$ cat config.mk
export PLATFORM = sky130hd
export DESIGN_NAME = vga_sprite_renderer
export DESIGN_NICKNAME = d
export VERILOG_FILES = /design/src/rtl/vga_sprite_renderer.sv
export SDC_FILE = /design/constraint.sdc
export NUM_CORES = 1
export LEC_CHECK = 0
export CORE_MARGIN = 5
export CORE_UTILIZATION = 50
export DETAILED_ROUTE_END_ITERATION = 16
export HOLD_SLACK_MARGIN = 0.03
export PLACE_DENSITY = 0.75
export RECOVER_POWER = 50
export SKIP_CTS_REPAIR_TIMING = 1
export SYNTH_ARGS = -nofsm -noshare
export SYNTH_HDL_FRONTEND = slang
export SYNTH_SLANG_ARGS = --single-unit
export TNS_END_PERCENT = 50
$ cat constraint.sdc
create_clock -name pxl_clk -period 6.2 [get_ports pxl_clk]
set_input_delay 0.93 -clock pxl_clk [delete_from_list [all_inputs] [get_ports pxl_clk]]
set_output_delay 0.93 -clock pxl_clk [all_outputs]
set_load 0.05 [all_outputs]
$ cat src/rtl/vga_sprite_renderer.sv
// Pixel-generation stage behind the VGA timing generator: rebuilds pixel
// coordinates from sync/rdy strobes, draws one square sprite over a flat
// background and keeps sync/DE aligned with the colour output (2-cycle latency).
// Sprite position updates are staged and only take effect on a VSYNC edge.
module vga_sprite_renderer #(
  parameter int unsigned H_ACTIVE    = 800,
  parameter int unsigned V_ACTIVE    = 600,
  parameter int unsigned SPRITE_SIZE = 16,
  parameter bit          SYNC_POL    = 1'b1,
  parameter logic [11:0] BG_RGB      = 12'h008,
  parameter logic [11:0] SPRITE_RGB  = 12'hFF0
) (
  input  logic        pxl_clk,
  input  logic        rst,
  input  logic        HSYNC,
  input  logic        VSYNC,
  input  logic        rdy,
  input  logic [9:0]  pos_x,
  input  logic [9:0]  pos_y,
  input  logic        pos_valid,
  output logic        pos_ready,
  output logic        hsync_o,
  output logic        vsync_o,
  output logic        de_o,
  output logic [11:0] rgb_o,
  output logic        frame_start
);

  localparam logic [9:0]  X_MAX  = 10'(H_ACTIVE - 1);
  localparam logic [9:0]  Y_MAX  = 10'(V_ACTIVE - 1);
  localparam logic [9:0]  X_LIM  = 10'(H_ACTIVE - SPRITE_SIZE);
  localparam logic [9:0]  Y_LIM  = 10'(V_ACTIVE - SPRITE_SIZE);
  localparam logic [10:0] SIZE11 = 11'(SPRITE_SIZE);

  typedef enum logic [1:0] {StIdle, StArmed, StCommit} state_t;

  state_t      r_state;
  state_t      w_state_next;
  logic [9:0]  r_x_cnt;
  logic [9:0]  r_y_cnt;
  logic        r_hs1;
  logic        r_vs1;
  logic        r_de1;
  logic        r_hit1;
  logic [9:0]  r_pend_x;
  logic [9:0]  r_pend_y;
  logic [9:0]  r_act_x;
  logic [9:0]  r_act_y;
  logic        r_dirty;
  logic        r_xfer;
  logic        w_vs_edge;
  logic        w_rdy_fall;
  logic        w_xfer;
  logic        w_hit;
  logic [9:0]  w_clamp_x;
  logic [9:0]  w_clamp_y;

  // Stage-1 copies double as the previous-cycle values for edge detection.
  assign w_vs_edge  = (VSYNC == SYNC_POL) && (r_vs1 != SYNC_POL);
  assign w_rdy_fall = r_de1 && !rdy;
  assign w_xfer     = pos_valid && pos_ready;
  assign w_clamp_x  = (pos_x > X_LIM) ? X_LIM : pos_x;
  assign w_clamp_y  = (pos_y > Y_LIM) ? Y_LIM : pos_y;

  // 11-bit compares so active+SPRITE_SIZE cannot wrap at the right/bottom edge.
  assign w_hit = ({1'b0, r_x_cnt} >= {1'b0, r_act_x}) &&
                 ({1'b0, r_x_cnt} <  ({1'b0, r_act_x} + SIZE11)) &&
                 ({1'b0, r_y_cnt} >= {1'b0, r_act_y}) &&
                 ({1'b0, r_y_cnt} <  ({1'b0, r_act_y} + SIZE11));

  // Pixel coordinate counters, saturating so they never wrap mid-frame.
  always_ff @(posedge pxl_clk or posedge rst) begin
    if (rst) begin
      r_x_cnt <= 10'd0;
      r_y_cnt <= 10'd0;
    end else begin
      if (rdy) begin
        if (r_x_cnt != X_MAX) r_x_cnt <= r_x_cnt + 10'd1;
      end else begin
        r_x_cnt <= 10'd0;
      end
      if (w_vs_edge) begin
        r_y_cnt <= 10'd0;
      end else if (w_rdy_fall && (r_y_cnt != Y_MAX)) begin
        r_y_cnt <= r_y_cnt + 10'd1;
      end
    end
  end

  // Two-stage output pipeline: stage 1 registers strobes and hit, stage 2 colour.
  always_ff @(posedge pxl_clk or posedge rst) begin
    if (rst) begin
      r_hs1   <= ~SYNC_POL;
      r_vs1   <= ~SYNC_POL;
      r_de1   <= 1'b0;
      r_hit1  <= 1'b0;
      hsync_o <= ~SYNC_POL;
      vsync_o <= ~SYNC_POL;
      de_o    <= 1'b0;
      rgb_o   <= 12'h000;
    end else begin
      r_hs1   <= HSYNC;
      r_vs1   <= VSYNC;
      r_de1   <= rdy;
      r_hit1  <= w_hit;
      hsync_o <= r_hs1;
      vsync_o <= r_vs1;
      de_o    <= r_de1;
      rgb_o   <= r_de1 ? (r_hit1 ? SPRITE_RGB : BG_RGB) : 12'h000;
    end
  end

  // Pending/active position registers; active only changes in the commit cycle.
  always_ff @(posedge pxl_clk or posedge rst) begin
    if (rst) begin
      r_pend_x <= 10'd0;
      r_pend_y <= 10'd0;
      r_act_x  <= 10'd0;
      r_act_y  <= 10'd0;
      r_dirty  <= 1'b0;
      r_xfer   <= 1'b0;
    end else begin
      r_xfer <= w_xfer;
      if (w_xfer) begin
        r_pend_x <= w_clamp_x;
        r_pend_y <= w_clamp_y;
        r_dirty  <= 1'b1;
      end
      if (r_state == StCommit) begin
        r_act_x <= r_pend_x;
        r_act_y <= r_pend_y;
        r_dirty <= 1'b0;
      end
    end
  end

  // Commit FSM state register.
  always_ff @(posedge pxl_clk or posedge rst) begin
    if (rst) begin
      r_state <= StIdle;
    end else begin
      r_state <= w_state_next;
    end
  end

  // Commit FSM next-state and handshake outputs.
  always_comb begin
    w_state_next = r_state;
    frame_start  = 1'b0;
    pos_ready    = 1'b1;
    unique case (r_state)
      StIdle: begin
        if (r_dirty) w_state_next = StArmed;
      end
      StArmed: begin
        // Falls back to idle if re-armed with nothing left to commit.
        if (!r_dirty) begin
          w_state_next = StIdle;
        end else if (w_vs_edge) begin
          w_state_next = StCommit;
        end
      end
      StCommit: begin
        frame_start  = 1'b1;
        pos_ready    = 1'b0;
        w_state_next = r_xfer ? StArmed : StIdle;
      end
      default: w_state_next = StIdle;
    endcase
  end

endmodule

* Yosys cells after proc, flatten, opt, wreduce, memory -nomap -nowiden
Index checks and enable logic that the tools add are counted.
Cells by class: add/subtract/negate cells 4, magnitude comparators 6, equality and inequality tests 7, multiplexer cells 17, bitwise logic cells 1, reductions and logical operators 12
Operators by type and width (count):
- 10-bit 2-to-1 mux | 6
- 12-bit 2-to-1 mux | 2
- 10-bit by 5-bit adder with 11-bit output (second input constant) | 2
- 10-bit by 11-bit < comparator with 1-bit output | 2
- 10-bit by 1-bit adder with 10-bit output (second input constant) | 2
- 10-bit >= comparator | 2
- 10-bit > comparator (second input constant) | 2
- 10-bit != test (second input constant) | 2
- 1-bit logical AND | 7
- 2-bit 2-to-1 mux | 3
- 2-bit one-hot mux with 3 select lines | 1
- 1-bit 2-to-1 mux | 5
- 2-bit nonzero test | 2
- 3-bit != test (second input constant) | 1
- 2-bit by 1-bit == test with 1-bit output (second input constant) | 1
- 2-bit == test (second input constant) | 1
- 2-bit logical NOT | 1
- 2-bit by 1-bit != test with 1-bit output (second input constant) | 1
- 2-bit != test (second input constant) | 1
- 2-bit AND reduction | 1
- 1-bit logical NOT | 1
- 1-bit NOT | 1
Word-level totals: bits in registers 83, input port bits 26, output and inout bits 17, word-level logic and storage cells 64

* Logic depth before layout (Yosys ltp)
Gate-level depths: netlist of run 1.
word-level depth 5, gate-level depth with buffers 9, gate-level depth less buffers 9

* Worst setup path before layout of run 1
OpenSTA, ideal clock, no wires.
path kind reg-to-output, from register r_state[0], to output port frame_start, arrival 1.631 ns, data required time 5.270 ns, setup slack 3.639 ns, cell stages (with the launch flop) 4, buffers on the path 1, path through dfrtp_1 nand2b_1 inv_1 clkbuf_1
Between the ends: cells in the longest elaborated chain, start to end 2
RTL lines:
- start: declaration | line 37 | state_t r_state;
- start signal: assignment | line 140 | r_state <= StIdle;
- start signal: assignment | line 142 | r_state <= w_state_next;
- 2-bit == test | line 151 | unique case (r_state)
- 1-bit 2-to-1 mux | line 151
- end: declaration | line 26 | output logic frame_start
Every way passes these cells.

* Final worst setup path of run 1
Same ends and word-level chain as after synthesis.

==> results of run 1 <==
[synth_stat cells, drive strengths merged]
cell | number | area share [%]
dfrtp | 73 | 47
nand2 | 64 | 6.2
ha | 36 | 12
nor2 | 31 | 3.0
inv | 28 | 2.7
o21ai | 24 | 3.1
a21oi | 19 | 2.5
nand3 | 15 | 1.9
xnor2 | 14 | 3.2
buf | 11 | 2.1
xor2 | 10 | 2.3
a22o | 9 | 2.0
clkbuf | 7 | 0.68
nand4 | 6 | 1.1
nor3 | 6 | 0.77
a21o | 5 | 0.97
a31oi | 5 | 0.81
nand3b | 4 | 0.77
and3 | 3 | 0.48
and4 | 3 | 0.68
nand2b | 3 | 0.48
nor2b | 3 | 0.48
mux2i | 2 | 0.52
nand4b | 2 | 0.45
o211ai | 2 | 0.39
o21a | 2 | 0.39
a211o | 1 | 0.23
a211oi | 1 | 0.19
a32o | 1 | 0.26
a32oi | 1 | 0.23
and2 | 1 | 0.16
and3b | 1 | 0.26
clkinv | 1 | 0.097
conb | 1 | 0.097
nor3b | 1 | 0.19
nor4 | 1 | 0.16
nor4b | 1 | 0.23
o311a | 1 | 0.55
o31a | 1 | 0.23
o41ai | 1 | 0.23
or4b | 1 | 0.26
[cell families (layout without fill, tap and decap cells)]
family	after synthesis	count (layout)	share of synthesized area (%)
AOI/OAI and AO/OA	73	73	12.0
and+or+nand+nor	146	146	17.7
buffers and inverters	47	84	5.55
xor gates and xnor gates	24	24	5.42
adders and majority gates	36	36	11.6
muxes	2	2	0.516
other	1	3	0.0967
DFF	73	73	47.1
[sequential cells by signal (all words and copies together), names as in the netlist]
register  count
r_hit1        1
r_dirty       1
r_x_cnt      10
r_pend_y     10
r_act_y      10
r_pend_x     10
r_act_x      10
hsync_o       1
r_vs1         1
r_hs1         1
r_xfer        1
r_state       2
de_o          1
vsync_o       1
r_de1         1
rgb_o         2
r_y_cnt      10
[final timing paths]
check,startpoint,to,slack (ns)
setup / recovery,r_state[0],frame_start,2.71
hold / removal,r_hs1,hsync_o,0.36
setup reg to reg,r_act_x[4],r_hit1,4.02
hold reg to reg,r_hs1,hsync_o,0.36
max in group asynchronous,rst,r_act_x[0],4.36
min in group asynchronous,rst,r_x_cnt[9],1.28
[metal layers]
layer	GRT usage [%]	share of wire [%]
met1	20.8	48
met2	24.2	45
met3	3.21	4.7
met4	6.71	1.9
met5	0	0
[where the power goes]
part	internal [uW]	switching [uW]
sequential	564	64.0
combinational	185	240
clock	144	181
total	893	485
[per-stage QoR]
stage | setup slack (ns) | hold slack, ns | std cells
2_1_floorplan | 3.42 | 0.331 | 404
3_3_place_gp | 3.11 | 0.335 | 528
3_5_place_dp | 3.09 | 0.337 | 528
4_1_cts | 2.69 | 0.355 | 543
5_1_grt | 2.51 | 0.357 | 543
6_report | 2.71 | 0.356 | 543
[final cells by class]
class | count | share of cell area, %
repair buffers | 40 | 8.90
flip-flops and latches | 73 | 40.8
inverters | 29 | 2.43
multi-input cells | 284 | 41.2
clock buffers | 9 | 2.77
clock inverters | 6 | 1.01
well taps | 102 | 2.85
==> results.py, run 1 <==
metrics = {
    "final_layout": {
        "diodes": 0,
        "final_layout_size_suffix_gt1_share_pct": 4.31,
        "seq_area_um2": 1830,
        "n_fill_cell": 663,
        "finish.utilization_pct": 58.5,
        "final_cell_mix": "73 x dfrtp_1, 64 x nand2_1, 36 x ha_1, 35 x clkdlybuf4s50_1, 31 x nor2_1",
        "nNetsFinal": 499,
        "final_common_cell": "dfrtp_1",
        "multi_input_area_um2": 1840,
        "syn_to_final_growth_pct": 15.4,
        "design_area_um2": 4470,
    },
    "timing": {
        "slew_violations": 0,
        "worstMarginPinSlew_ns": 0.882,
        "fin_crit_sh_pct": 56.2,
        "skew_ns": 0.00903,
        "hold_viol": 0,
        "rsz0062_at_grt": "false",
        "max_clock_freq_mhz": 287,
        "setup_tns_ns": 0,
        "finalCriticalPeriod_ns": 3.49,
        "maxSlewHeadroom_pct": 41.2,
        "setup_viol": 0,
    },
    "setup_path": {
        "crit_chain": "nand2b_1 > inv_1 > clkdlybuf4s50_1",
        "start_kind": "register",
        "cp_slowest_stage_delay_ns": 0.95,
        "crit_arrival_ns": 2.56,
        "cp-end-kind": "output port",
        "crit_buf_inv": 2,
        "crit_required_ns": 5.27,
        "critPathKind": "register to output port",
        "slowest_stage": "clkdlybuf4s50_1",
        "crit_cells": 3,
        "cp_top_family": "buffers and inverters",
        "reg2reg_depth": 8,
        "crit_fanout": 41,
    },
    "grt": {
        "grt_max_degree": 74,
        "grt_pass1_vias": 2681,
        "grt.overflow.total": 0,
        "grt_use_total_pct": 15.4,
        "grt_pass1_wl_um": 12100,
        "grt_antenna_before_repair": 0,
    },
    "worst_hold_path": {
        "whs_path_depth": 0,
        "min_path_type": "register to register",
    },
    "clock_tree": {
        "insertion_delay_ns": 0.35,
        "numCtsBuffers": 9,
        "cts_tree": "done",
        "numClockSinks": 73,
        "clock-root-buffer": "clkbuf_8",
        "clk_path_buf_depth": 2,
        "clk_pin_slew_ns": 0.08,
        "htree_levels": 3,
    },
    "placed_design": {
        "place_area_um2": 4300,
        "portBuffers": 39,
        "dpl.hpwl_um": 5210,
        "gp_congestion": 0.840,
    },
    "die": {
        "die_h_um": 98.1,
        "ios": 43,
        "dieArea_um2": 9620,
        "start_util_pct": 50.7,
        "fp.dieW_um": 98.1,
        "fp-row-count": 32,
        "fp.coreArea_um2": 7650,
    },
    "flow_run": {
        "cap_violations": 0,
    },
    "synth": {
        "ys_seq_elements": 73,
        "syn_area_um2": 3880,
        "yosysUniqueCellTypes": 43,
        "avgSynthCellArea_um2": 9.65,
        "yosysWarnings": 0,
        "synthesis.instances": 402,
        "yosysSeqAreaShare_pct": 47.1,
    },
    "routing": {
        "drc": 0,
        "vias": 2800,
        "firstDrtPassIters": 4,
        "wl_per_cell_um": 12.8,
        "drtIter0Drc": 119,
        "ant_nets": 0,
        "via_per_inst": 5.16,
        "wirelength_um": 6960,
    },
    "run_status": {
        "outcome": "finished, final reports clean",
    },
    "power_and_ir_drop": {
        "p_per_area_nw_per_um2": 308,
        "ir_worst_vdd_uv": 160,
        "report.power.total_uw": 1380,
        "p_leak_uw": 0.00210,
    },
}
Power figures use the tool's default switching activity.
==> inputs of run 2 (changes only) <==
--- a/config.mk
+++ b/config.mk
@@ -9,7 +9,7 @@
 export CORE_UTILIZATION = 50
 export DETAILED_ROUTE_END_ITERATION = 16
 export HOLD_SLACK_MARGIN = 0.03
-export PLACE_DENSITY = 0.75
+export PLACE_DENSITY = 0.78
 export RECOVER_POWER = 50
 export SKIP_CTS_REPAIR_TIMING = 1
 export SYNTH_ARGS = -nofsm -noshare
==> constraint.sdc (replaced) <==
create_clock -name pxl_clk -period 3.2 [get_ports pxl_clk]
set_input_delay 0.48 -clock pxl_clk [delete_from_list [all_inputs] [get_ports pxl_clk]]
set_output_delay 0.48 -clock pxl_clk [all_outputs]
set_load 0.05 [all_outputs]
==> results.py, run 2 (synthesized netlist as in run 1, its figures left out) <==
metrics = {
    "final_layout": {
        "nNetsFinal": 501,
        "finish.utilization_pct": 59.4,
        "final_common_cell": "dfrtp_1",
        "syn_to_final_growth_pct": 17.1,
        "final_layout_size_suffix_gt1_share_pct": 4.28,
        "diodes": 0,
        "final_cell_mix": "73 x dfrtp_1, 64 x nand2_1, 36 x ha_1, 35 x clkdlybuf4s50_1, 31 x nor2_1",
    },
    "timing": {
        "slew_violations": 0,
        "hold_viol": 0,
        "finalCriticalPeriod_ns": 2.35,
        "max_clock_freq_mhz": 425,
        "setup_viol": 0,
        "maxSlewHeadroom_pct": 10.7,
        "fin_crit_sh_pct": 73.5,
        "rsz0062_at_grt": "false",
        "worstMarginPinSlew_ns": 1.34,
        "skew_ns": 0.00612,
        "fin_ws_ns": 0.848,
        "setup_tns_ns": 0,
    },
    "grt": {
        "grt_use_met2_pct": 25.8,
        "grt_use_total_pct": 16.5,
        "met3_usage_pct": 4.14,
        "grt_pass1_wl_um": 12900,
        "grt.overflow.total": 0,
        "grt_util_met1_pct": 21.7,
        "grt_max_degree": 44,
        "grt_antenna_before_repair": 0,
        "grt_pass1_vias": 2845,
        "busiest_layer": "met2",
    },
    "placed_design": {
        "gp_congestion": 0.878,
        "dpl.hpwl_um": 5640,
        "dp_slack_ns": 0.995,
        "portBuffers": 39,
    },
    "setup_path": {
        "crit_arrival_ns": 1.87,
        "timing.rr.end": "r_act_y[8]",
        "r2r-start": "r_state[0]",
        "setup.worst_path.end": "frame_start",
        "crit_fanout": 5,
        "start_kind": "register",
        "cp_top_family": "buffers and inverters",
        "crit_start": "r_state[0]",
        "reg2reg_setup_slack_ns": 1.07,
        "crit_cells": 3,
        "crit_chain": "nand2b_1 > inv_1 > clkdlybuf4s50_1",
        "crit_buf_inv": 2,
        "slowest_stage": "clkdlybuf4s50_1",
        "critPathKind": "register to output port",
        "crit_required_ns": 2.72,
        "cp_slowest_stage_delay_ns": 0.81,
        "cp-end-kind": "output port",
        "reg2reg_depth": 4,
    },
    "clock_tree": {
        "cts_tree": "done",
        "clock-root-buffer": "clkbuf_8",
        "clk_pin_slew_ns": 0.07,
        "htree_levels": 3,
        "insertion_delay_ns": 0.35,
        "clk_path_buf_depth": 2,
        "numClockSinks": 73,
        "numCtsBuffers": 9,
    },
    "routing": {
        "drtIter0Drc": 151,
        "wl_per_cell_um": 13.8,
        "drc": 0,
        "wirelength_um": 7540,
        "ant_nets": 0,
        "via_per_inst": 5.34,
        "firstDrtPassIters": 4,
        "vias": 2914,
    },
    "die": {
        "fp-row-count": 32,
        "dieArea_um2": 9620,
        "die_h_um": 98.1,
        "ios": 43,
        "start_util_pct": 50.7,
        "fp.dieW_um": 98.1,
        "fp.coreArea_um2": 7650,
    },
    "power_and_ir_drop": {
        "ir_worst_vdd_uv": 324,
        "pwr-share-comb_pct": 30.0,
        "pwr-share-clk_pct": 27.3,
        "p_leak_uw": 0.00213,
        "p_per_area_nw_per_um2": 627,
        "p_sw_uw": 951,
        "p_int_uw": 1900,
        "seqPwrFrac_pct": 42.7,
        "sw_frac_of_total_pct": 33.4,
    },
    "worst_hold_path": {
        "min_path_type": "register to register",
    },
    "run_status": {
        "outcome": "finished, final reports clean",
    },
    "flow_run": {
        "cap_violations": 0,
    },
}
## run 2: cell types whose count changed in the layout (fill, tap and decap cells not counted)
| cell | change |
|---|---|
| clkbuf_1 | +3 |
| bufinv_16 | +2 |
| buf_12 | +1 |
| clkinv_1 | -1 |
| clkinv_4 | -1 |
| clkinvlp_4 | -1 |
| inv_1 | +1 |
| inv_6 | -1 |
## run 2: power by group through the flow
stage | registers [uW] | clock network [uW] | logic (uW)
floorplan | 1210 | 0 | 623
global placement | 1220 | 0 | 794
detailed placement | 1230 | 0 | 847
CTS | 1210 | 796 | 856
global route | 1240 | 842 | 978
finish | 1220 | 776 | 854
## run 2: worst min path at each step
| stage | start | endpoint | slack [ns] | depth (start not counted) |
|---|---|---|---|---|
| 2_1_floorplan | r_hs1 | hsync_o | 0.33 | 0 |
| 3_3_place_gp | r_hs1 | hsync_o | 0.33 | 0 |
| 3_5_place_dp | r_hs1 | hsync_o | 0.34 | 0 |
| 4_1_cts | r_hs1 | hsync_o | 0.36 | 0 |
| 5_1_grt | r_hs1 | hsync_o | 0.36 | 0 |
| 6_report | r_hs1 | hsync_o | 0.36 | 0 |
## run 2: per-layer routing
layer	part of all wire, %	wire length (um)	up-vias
li1	-	-	1439
met1	48	3580	1391
met2	46	3470	69
met3	4.2	316	15
met4	2.2	168	0
met5	0	0	-
## run 2: layout make-up
| cell class | count | area (um2) |
|---|---|---|
| Inverter | 29 | 109 |
| Timing Repair Buffer | 42 | 422 |
| Clock buffer | 11 | 131 |
| Clock inverter | 5 | 80.1 |
| Tap cell | 102 | 128 |
| Multi-Input combinational cell | 284 | 1840 |
| Sequential cell | 73 | 1830 |
| Fill cell | 641 | 3110 |
## run 2: per-stage QoR
step | hold slack, ns | total power, uW | std cells | area (um2)
after floorplan | 0.331 | 1840 | 404 | 3880
after global placement | 0.334 | 2020 | 530 | 4330
after detailed placement | 0.339 | 2080 | 530 | 4330
after CTS | 0.356 | 2870 | 546 | 4540
after global routing | 0.362 | 3060 | 546 | 4540
final | 0.355 | 2850 | 546 | 4540
